$ cat config.mk
export PLATFORM = sky130hd
export DESIGN_NAME = rv32m_muldiv_flat
export DESIGN_NICKNAME = d
export VERILOG_FILES = /design/src/rtl/rv32m_muldiv_if.sv /design/src/rtl/rv32m_muldiv.sv /design/src/flat_wrapper.sv
export SDC_FILE = /design/constraint.sdc
export NUM_CORES = 1
export LEC_CHECK = 0
export ABC_AREA = 0
export CAP_MARGIN = 10
export CORE_UTILIZATION = 50
export CTS_CLUSTER_SIZE = 20
export DETAILED_ROUTE_END_ITERATION = 7
export PLACE_DENSITY = 0.68
export SETUP_SLACK_MARGIN = 0.2
export SYNTH_ARGS = -nofsm -noshare
export SYNTH_HDL_FRONTEND = slang
export SYNTH_SLANG_ARGS = --single-unit
$ cat constraint.sdc
create_clock -name clk -period 6.2 [get_ports clk]
set_clock_uncertainty 0.1 [all_clocks]
set_input_delay 0.93 -clock clk [delete_from_list [all_inputs] [get_ports clk]]
set_output_delay 0.93 -clock clk [all_outputs]
set_load 0.02 [all_outputs]
$ cat src/rtl/rv32m_muldiv_if.sv
// Execute-stage request/write-back bundle between the pipeline and the RV32M mul/div unit.
interface rv32m_muldiv_if #(
    parameter int unsigned XLEN       = 32,
    parameter int unsigned REG_ADDR_W = 5
);
    logic                  start;
    logic [2:0]            funct3;
    logic [XLEN-1:0]       rs1_data;
    logic [XLEN-1:0]       rs2_data;
    logic [REG_ADDR_W-1:0] rd_addr;
    logic                  busy;
    logic                  done;
    logic [REG_ADDR_W-1:0] write_reg;
    logic [XLEN-1:0]       write_data;
    logic                  write_enable;

    modport master (
        output start, funct3, rs1_data, rs2_data, rd_addr,
        input  busy, done, write_reg, write_data, write_enable
    );

    modport slave (
        input  start, funct3, rs1_data, rs2_data, rd_addr,
        output busy, done, write_reg, write_data, write_enable
    );
endinterface

$ cat src/rtl/rv32m_muldiv.sv
// Iterative radix-2 RV32M multiply/divide unit: 32-step shift-add multiply,
// 32-step restoring divide, single-cycle handling of divide special cases.
module rv32m_muldiv #(
    parameter int unsigned XLEN       = 32,
    parameter int unsigned REG_ADDR_W = 5
) (
    input  logic             clk,
    input  logic             rst,
    rv32m_muldiv_if.slave    bus
);
    localparam int unsigned DW    = 2 * XLEN;
    localparam int unsigned CNT_W = $clog2(XLEN);

    typedef enum logic [1:0] {
        S_IDLE = 2'd0,
        S_MUL  = 2'd1,
        S_DIV  = 2'd2,
        S_DONE = 2'd3
    } state_t;

    state_t                state_q, state_d;
    logic [2:0]            op_q, op_d;
    logic [REG_ADDR_W-1:0] rd_q, rd_d;
    logic                  neg_q, neg_d;
    logic [CNT_W-1:0]      cnt_q, cnt_d;
    logic [DW-1:0]         acc_q, acc_d;
    logic [DW-1:0]         mcand_q, mcand_d;
    logic [XLEN-1:0]       mplier_q, mplier_d;
    logic [XLEN-1:0]       rem_q, rem_d;
    logic [XLEN-1:0]       quo_q, quo_d;
    logic [XLEN-1:0]       dvsr_q, dvsr_d;
    logic                  busy_q, busy_d;
    logic                  done_q, done_d;
    logic                  we_q, we_d;
    logic [REG_ADDR_W-1:0] wreg_q, wreg_d;
    logic [XLEN-1:0]       wdata_q, wdata_d;

    // Operand decode and per-step datapath helpers
    logic            a_signed_c, b_signed_c, a_neg_c, b_neg_c;
    logic [XLEN-1:0] a_mag_c, b_mag_c;
    logic            div_zero_c, div_ovf_c;
    logic [DW-1:0]   acc_sum_c, product_c;
    logic [XLEN:0]   rem_shift_c;
    logic            rem_ge_c;
    logic [XLEN-1:0] rem_new_c, quo_new_c, div_res_c;
    logic            last_c;

    always_ff @(posedge clk) begin
        if (rst) begin
            state_q  <= S_IDLE;
            op_q     <= '0;
            rd_q     <= '0;
            neg_q    <= 1'b0;
            cnt_q    <= '0;
            acc_q    <= '0;
            mcand_q  <= '0;
            mplier_q <= '0;
            rem_q    <= '0;
            quo_q    <= '0;
            dvsr_q   <= '0;
            busy_q   <= 1'b0;
            done_q   <= 1'b0;
            we_q     <= 1'b0;
            wreg_q   <= '0;
            wdata_q  <= '0;
        end else begin
            state_q  <= state_d;
            op_q     <= op_d;
            rd_q     <= rd_d;
            neg_q    <= neg_d;
            cnt_q    <= cnt_d;
            acc_q    <= acc_d;
            mcand_q  <= mcand_d;
            mplier_q <= mplier_d;
            rem_q    <= rem_d;
            quo_q    <= quo_d;
            dvsr_q   <= dvsr_d;
            busy_q   <= busy_d;
            done_q   <= done_d;
            we_q     <= we_d;
            wreg_q   <= wreg_d;
            wdata_q  <= wdata_d;
        end
    end

    always_comb begin
        state_d  = state_q;
        op_d     = op_q;
        rd_d     = rd_q;
        neg_d    = neg_q;
        cnt_d    = cnt_q;
        acc_d    = acc_q;
        mcand_d  = mcand_q;
        mplier_d = mplier_q;
        rem_d    = rem_q;
        quo_d    = quo_q;
        dvsr_d   = dvsr_q;
        busy_d   = busy_q;
        done_d   = 1'b0;
        we_d     = 1'b0;
        wreg_d   = wreg_q;
        wdata_d  = wdata_q;

        // Signedness: MULH both, MULHSU rs1 only, DIV/REM both
        if (bus.funct3[2]) begin
            a_signed_c = ~bus.funct3[0];
            b_signed_c = ~bus.funct3[0];
        end else begin
            a_signed_c = (bus.funct3 == 3'b001) || (bus.funct3 == 3'b010);
            b_signed_c = (bus.funct3 == 3'b001);
        end
        a_neg_c    = a_signed_c & bus.rs1_data[XLEN-1];
        b_neg_c    = b_signed_c & bus.rs2_data[XLEN-1];
        a_mag_c    = a_neg_c ? XLEN'(XLEN'(0) - bus.rs1_data) : bus.rs1_data;
        b_mag_c    = b_neg_c ? XLEN'(XLEN'(0) - bus.rs2_data) : bus.rs2_data;
        div_zero_c = (bus.rs2_data == '0);
        div_ovf_c  = ~bus.funct3[0]
                   && (bus.rs1_data == {1'b1, {(XLEN-1){1'b0}}})
                   && (bus.rs2_data == '1);

        last_c      = (cnt_q == CNT_W'(XLEN - 1));
        acc_sum_c   = acc_q + (mplier_q[0] ? mcand_q : '0);
        product_c   = neg_q ? DW'(DW'(0) - acc_sum_c) : acc_sum_c;
        rem_shift_c = {rem_q, quo_q[XLEN-1]};
        rem_ge_c    = (rem_shift_c >= {1'b0, dvsr_q});
        rem_new_c   = rem_ge_c ? XLEN'(rem_shift_c - {1'b0, dvsr_q}) : XLEN'(rem_shift_c);
        quo_new_c   = {quo_q[XLEN-2:0], rem_ge_c};
        div_res_c   = op_q[1] ? rem_new_c : quo_new_c;

        case (state_q)
            S_IDLE: begin
                if (bus.start) begin
                    op_d   = bus.funct3;
                    rd_d   = bus.rd_addr;
                    cnt_d  = '0;
                    busy_d = 1'b1;
                    if (!bus.funct3[2]) begin
                        state_d  = S_MUL;
                        neg_d    = a_neg_c ^ b_neg_c;
                        acc_d    = '0;
                        mcand_d  = DW'(a_mag_c);
                        mplier_d = b_mag_c;
                    end else if (div_zero_c || div_ovf_c) begin
                        // Result is known at accept; skip the iterations
                        state_d = S_DONE;
                        done_d  = 1'b1;
                        we_d    = (bus.rd_addr != '0);
                        wreg_d  = bus.rd_addr;
                        if (div_zero_c)
                            wdata_d = bus.funct3[1] ? bus.rs1_data : '1;
                        else
                            wdata_d = bus.funct3[1] ? '0 : bus.rs1_data;
                    end else begin
                        state_d = S_DIV;
                        neg_d   = bus.funct3[1] ? a_neg_c : (a_neg_c ^ b_neg_c);
                        rem_d   = '0;
                        quo_d   = a_mag_c;
                        dvsr_d  = b_mag_c;
                    end
                end
            end
            S_MUL: begin
                acc_d    = acc_sum_c;
                mcand_d  = {mcand_q[DW-2:0], 1'b0};
                mplier_d = {1'b0, mplier_q[XLEN-1:1]};
                cnt_d    = cnt_q + CNT_W'(1);
                if (last_c) begin
                    state_d = S_DONE;
                    done_d  = 1'b1;
                    we_d    = (rd_q != '0);
                    wreg_d  = rd_q;
                    wdata_d = (op_q == 3'b000) ? product_c[XLEN-1:0] : product_c[DW-1:XLEN];
                end
            end
            S_DIV: begin
                rem_d = rem_new_c;
                quo_d = quo_new_c;
                cnt_d = cnt_q + CNT_W'(1);
                if (last_c) begin
                    state_d = S_DONE;
                    done_d  = 1'b1;
                    we_d    = (rd_q != '0);
                    wreg_d  = rd_q;
                    wdata_d = neg_q ? XLEN'(XLEN'(0) - div_res_c) : div_res_c;
                end
            end
            S_DONE: begin
                state_d = S_IDLE;
                busy_d  = 1'b0;
                cnt_d   = '0;
            end
            default: begin
                state_d = S_IDLE;
                busy_d  = 1'b0;
            end
        endcase
    end

    assign bus.busy         = busy_q;
    assign bus.done         = done_q;
    assign bus.write_enable = we_q;
    assign bus.write_reg    = wreg_q;
    assign bus.write_data   = wdata_q;
endmodule

$ cat src/flat_wrapper.sv
// flat-port wrapper written by rule: the top's interface ports become plain ports
module rv32m_muldiv_flat 
#(
    parameter int unsigned XLEN       = 32,
    parameter int unsigned REG_ADDR_W = 5
)
  (clk, rst, bus_start, bus_funct3, bus_rs1_data, bus_rs2_data, bus_rd_addr, bus_busy, bus_done, bus_write_reg, bus_write_data, bus_write_enable);
  rv32m_muldiv_if #(.XLEN(XLEN), .REG_ADDR_W(REG_ADDR_W)) bus_i ();
  input  logic clk;
  input  logic rst;
  input wire logic [$bits(bus_i.start)-1:0] bus_start;
  input wire logic [$bits(bus_i.funct3)-1:0] bus_funct3;
  input wire logic [$bits(bus_i.rs1_data)-1:0] bus_rs1_data;
  input wire logic [$bits(bus_i.rs2_data)-1:0] bus_rs2_data;
  input wire logic [$bits(bus_i.rd_addr)-1:0] bus_rd_addr;
  output wire logic [$bits(bus_i.busy)-1:0] bus_busy;
  output wire logic [$bits(bus_i.done)-1:0] bus_done;
  output wire logic [$bits(bus_i.write_reg)-1:0] bus_write_reg;
  output wire logic [$bits(bus_i.write_data)-1:0] bus_write_data;
  output wire logic [$bits(bus_i.write_enable)-1:0] bus_write_enable;
  assign bus_i.start = bus_start;
  assign bus_i.funct3 = bus_funct3;
  assign bus_i.rs1_data = bus_rs1_data;
  assign bus_i.rs2_data = bus_rs2_data;
  assign bus_i.rd_addr = bus_rd_addr;
  assign bus_busy = bus_i.busy;
  assign bus_done = bus_i.done;
  assign bus_write_reg = bus_i.write_reg;
  assign bus_write_data = bus_i.write_data;
  assign bus_write_enable = bus_i.write_enable;
  rv32m_muldiv #(.XLEN(XLEN), .REG_ADDR_W(REG_ADDR_W)) u_core (.clk(clk), .rst(rst), .bus(bus_i));
endmodule
==> run summary <==
Clock tree synthesis found a total of 312 sinks. At the worst endpoint, the required time is 6610 ps. The count of mapped cells out of synthesis is 3687.

Prior to clock tree synthesis, the placed netlist has a worst setup slack of 622 ps. The amount of wire on met2 after detailed routing is 46800 um. Pin placement for this block handled 115 I/O pins. The final antenna diode count is 0.

The final hold violation count came out at 0. The category of the critical setup timing path is reg -> reg. The proportion of register bits with asynchronous set or reset after synthesis came out at 0%.

Summing the areas of all and, or, nand and nor instances in the mapped netlist gives 27.8% of the synthesized area. The via density per instance is 6.62. The count of unresolved DRC violations after routing is 0.

The width of the chip is 231 um. The average instance in the mapped netlist occupies 7.11 um^2. The net total in the final layout came out at 3835. Setup violations remaining at the end of the flow were counted as 0. From synthesis to final layout, the design area changed by 11.0%.

Global routing finished with a remaining overflow of 0. The placed cell count came out at 4290. The launch point of the worst reg-to-reg path is u_core.mplier_q[0]$_SDFFE_PP0P_. The number of standard cells in the layout, taps in and fillers out is 4356. The first-pass detailed-route iteration total is 6.

The synthesized-area fraction occupied by ao, oa, aoi and oai cells came out at 29.0%. The area of the core region is 51600 um^2. The count of buffers from port buffering is 114. Dividing the detail-routed wire length by the instance count gives 23.9 um. The final worst slack came out at 395 ps. The length in cells of the worst reg-to-reg path came out at 16.

After clock tree synthesis, the clock-pin slew on the worst setup and hold paths is 60 ps. The clock latency on the worst-skew pair is 600 ps. The via count of the first global-routing pass is 26.1k. The post-layout utilization of the core is 56.4%. TritonCTS built the clock tree.

The most common flop cell mapped by yosys is dfxtp_1. For this design, the CTS-stage hold fixing added 0 buffers. The placed wire-length estimate is 78900 um. The worst-path maximum fanout came out at 19. The final routed wirelength across all metal layers came out at 104000 um. The instance count along the most critical hold path came out at 2.

The met1 wire length came out at 41600 um. The number of nets handed over by synthesis was 3870. Buffers inserted during clock tree synthesis total 40. The via count of the routed design is 28.8k.

The maximum clock rate is 172 MHz. The worst setup path is captured at a flop. The launching instance or port of the critical path is u_core.mplier_q[0]$_SDFFE_PP0P_. The time the worst path needs with I/O delays and setup came out at 5800 ps. The post-route netlist has 6.12% of its cells at a drive strength greater than 1. The reg-to-reg setup timing slack came out at 400 ps.

The synthesized design contains 0 enable-type register cells. The number of rows in the core area is 83. The total global-route track usage is 37.9%. Of the total synthesized cell area, the portion taken by XOR and XNOR cells is 5.61%. For the final routed database, the setup TNS stands at 0 ps.

CTS placed an instance of clkbuf_16 at the clock tree root. The count of H-tree levels built during CTS is 2. The adder-cell share of the synthesized area came out at 6.28%. The maximum number of pins on one net before global-route repair came out at 171.

Dividing the final minimum period by the clock period gives 93.6%. VDD sags by at most 0.000272 V. Across the run, the number of max-cap violations was 0.

The endpoint arrival time on the critical path came out at 6210 ps. The static leakage is 10.8 nW. Following the worst setup path forward leads to its endpoint at u_core.bus.write_data[14]$_SDFFE_PP0P_. The count of antenna-violating nets left after detailed routing came out at 0.

The count of distinct cell types in the synthesized netlist came out at 102. The warning count from the yosys run came out at 0. The uppermost signal routing layer after detailed routing is met4. Once the floorplan was initialized, standard cells occupied 50.8% of the core. The path class of the tightest hold or removal check is reg -> reg. The initial antenna violation count was 3.

The final max-slew violation count came out at 0. The routed length on met3 is 9150 um. The transition time at the pin with the least slew margin is 976 ps. The area of the mapped netlist is 26200 um^2. The worst setup path is launched from a flop.

The global-route wire length before repair came out at 158000 um. In this run the power density over the cells is 306 nW/um^2. The height of the chip is 231 um.

The multiplexer fraction of the synthesized cell area came out at 2.01%. The largest registers in the layout are u_core.acc_q x64, u_core.mcand_q x64. The iteration-0 DRC count of the detailed router came out at 3408. Setup repair after global routing left no endpoint under its margin. Synthesis inferred 312 register bits.

The worst reg2reg path endpoint is u_core.bus.write_data[14]$_SDFFE_PP0P_. The area enclosed by the die boundary is 53400 um^2. The sequential area share after synthesis is 23.8%.

The remaining max-slew budget at the tightest pin came out at 34.9%. The run finished with clean final reports. The main combinational cell family by area after synthesis is compound AO/OA/AOI/OAI gates. Routability-driven placement finished with a final weighted congestion of 1.12. The number of buffers on the longest clock path is 3.
## synthesized netlist by cell type, types with 10 or more instances
cell	count	area share, %
o2111ai_1	11	0.37
and4_1	13	0.43
clkbuf_1	190	2.7
and2_1	98	2.3
o311ai_0	14	0.47
nor2b_1	17	0.41
xor2_1	73	2.4
nand3b_1	23	0.66
o41ai_1	13	0.43
dfxtp_1	312	24
maj3_1	28	1.1
o211a_1	12	0.46
xnor2_1	95	3.2
ha_1	106	5.1
a311oi_1	14	0.47
nand3_1	149	2.8
a31oi_1	71	1.7
nand4_1	60	1.4
o21bai_1	12	0.34
a2111oi_0	16	0.53
and3_1	25	0.60
o21ai_1	19	0.36
a21oi_1	318	6.1
inv_1	77	1.1
or3_1	42	1.0
nor3_1	88	1.7
or2_2	16	0.38
buf_2	50	0.95
o21a_1	24	0.69
nor2_1	408	5.8
o211ai_1	27	0.77
o31ai_1	38	1.1
a21o_1	46	1.3
o21ai_0	187	3.6
a211oi_1	94	2.7
nand2b_1	34	0.81
or4_1	16	0.46
a22oi_1	66	1.9
o221ai_1	10	0.33
buf_1	19	0.27
mux2i_1	46	1.8
nand2_1	461	6.6
nor4_1	34	0.81
a211o_1	21	0.70
a221oi_1	17	0.57
## worst max-delay path: stages (launching register included)
cell and delay [ps]:
dfxtp_2 330, buf_4 190, and2_1 170, ha_1 420
a21oi_1 510, o21ai_0 180, a221oi_1 500, a21oi_1 340
or3_1 410, a22oi_1 430, nor4b_2 500, nand3_1 150
buf_4 230, o31ai_1 530, xnor2_1 370, nand2_1 140
a211oi_1 210
## worst min-delay path by stage
stage | startpoint | to | slack, ps
floorplan | u_core.mcand_q[63]$_SDFFE_PP0P_ | u_core.mcand_q[63]$_SDFFE_PP0P_ | 330
detailed placement | u_core.acc_q[0]$_SDFFE_PP0P_ | u_core.acc_q[0]$_SDFFE_PP0P_ | 350
finish | u_core.acc_q[0]$_SDFFE_PP0P_ | u_core.acc_q[0]$_SDFFE_PP0P_ | 360
CTS | u_core.acc_q[0]$_SDFFE_PP0P_ | u_core.acc_q[0]$_SDFFE_PP0P_ | 360
global route | u_core.acc_q[2]$_SDFFE_PP0P_ | u_core.acc_q[2]$_SDFFE_PP0P_ | 380
global placement | u_core.cnt_q[4]$_SDFFE_PP0P_ | u_core.cnt_q[4]$_SDFFE_PP0P_ | 340
## repair_timing
item | CTS | global route
setup buffers | 0 | 0
resized for setup | 0 | 4
endpoints found under the setup margin | 0 | 5
## placed cells by master (no fill, tap or decap), types with 42 or more instances in the layout
master and count:
xor2_1 73, a211oi_1 94, nor2_1 406, a22oi_1 66
a31oi_1 71, a21o_1 46, dfxtp_1 309, o21ai_0 187
xnor2_1 95, inv_1 77, and2_1 97, or3_1 42
clkdlybuf4s50_1 113, a21oi_1 317, mux2i_1 45, nor3_1 85
ha_1 103, buf_4 75, nand3_1 149, nand2_1 461
nand4_1 60
## per-stage QoR
stage	hold WS, ps	total power [mW]	area [um^2]
3_5_place_dp	350	6.50	27800
4_1_cts	359	8.82	29100
3_3_place_gp	344	6.49	27800
6_report	358	8.92	29100
2_1_floorplan	332	5.17	26200
5_1_grt	377	9.32	29100
## logic make-up (layout without fill, tap and decap cells)
family                   Yosys count  after routing
AND/OR/NAND/NOR                 1530           1530
AO/OA/AOI/OAI                   1141           1141
buffers and inverters            348            337
flip-flops                       312            312
XOR/XNOR                         168            168
adder cells (fa/ha/maj)          136            136
multiplexers                      52             52
## power breakdown
part	total (mW)	leakage (nW)	internal, mW	switching [mW]
clock	2.32	0.630	1.34	0.989
combinational	4.03	7.68	1.32	2.71
sequential	2.56	2.54	2.26	0.300
## area by class of cell
| type | count | area (um^2) |
|---|---|---|
| Inverter | 78 | 293 |
| Tap cell | 680 | 851 |
| Sequential cell | 312 | 6250 |
| Multi-Input combinational cell | 3027 | 18700 |
| Fill cell | 5090 | 22500 |
| Clock inverter | 12 | 125 |
| Timing Repair Buffer | 193 | 1790 |
| Clock buffer | 54 | 1140 |
## per-layer routing
layer | vias up | GRT usage, %
li1 | 13400 | -
met1 | 13500 | 48.4
met2 | 1536 | 60.2
met3 | 317 | 5.76
met4 | 0 | 22.8
met5 | - | 0
Power figures use the tool's default switching activity.
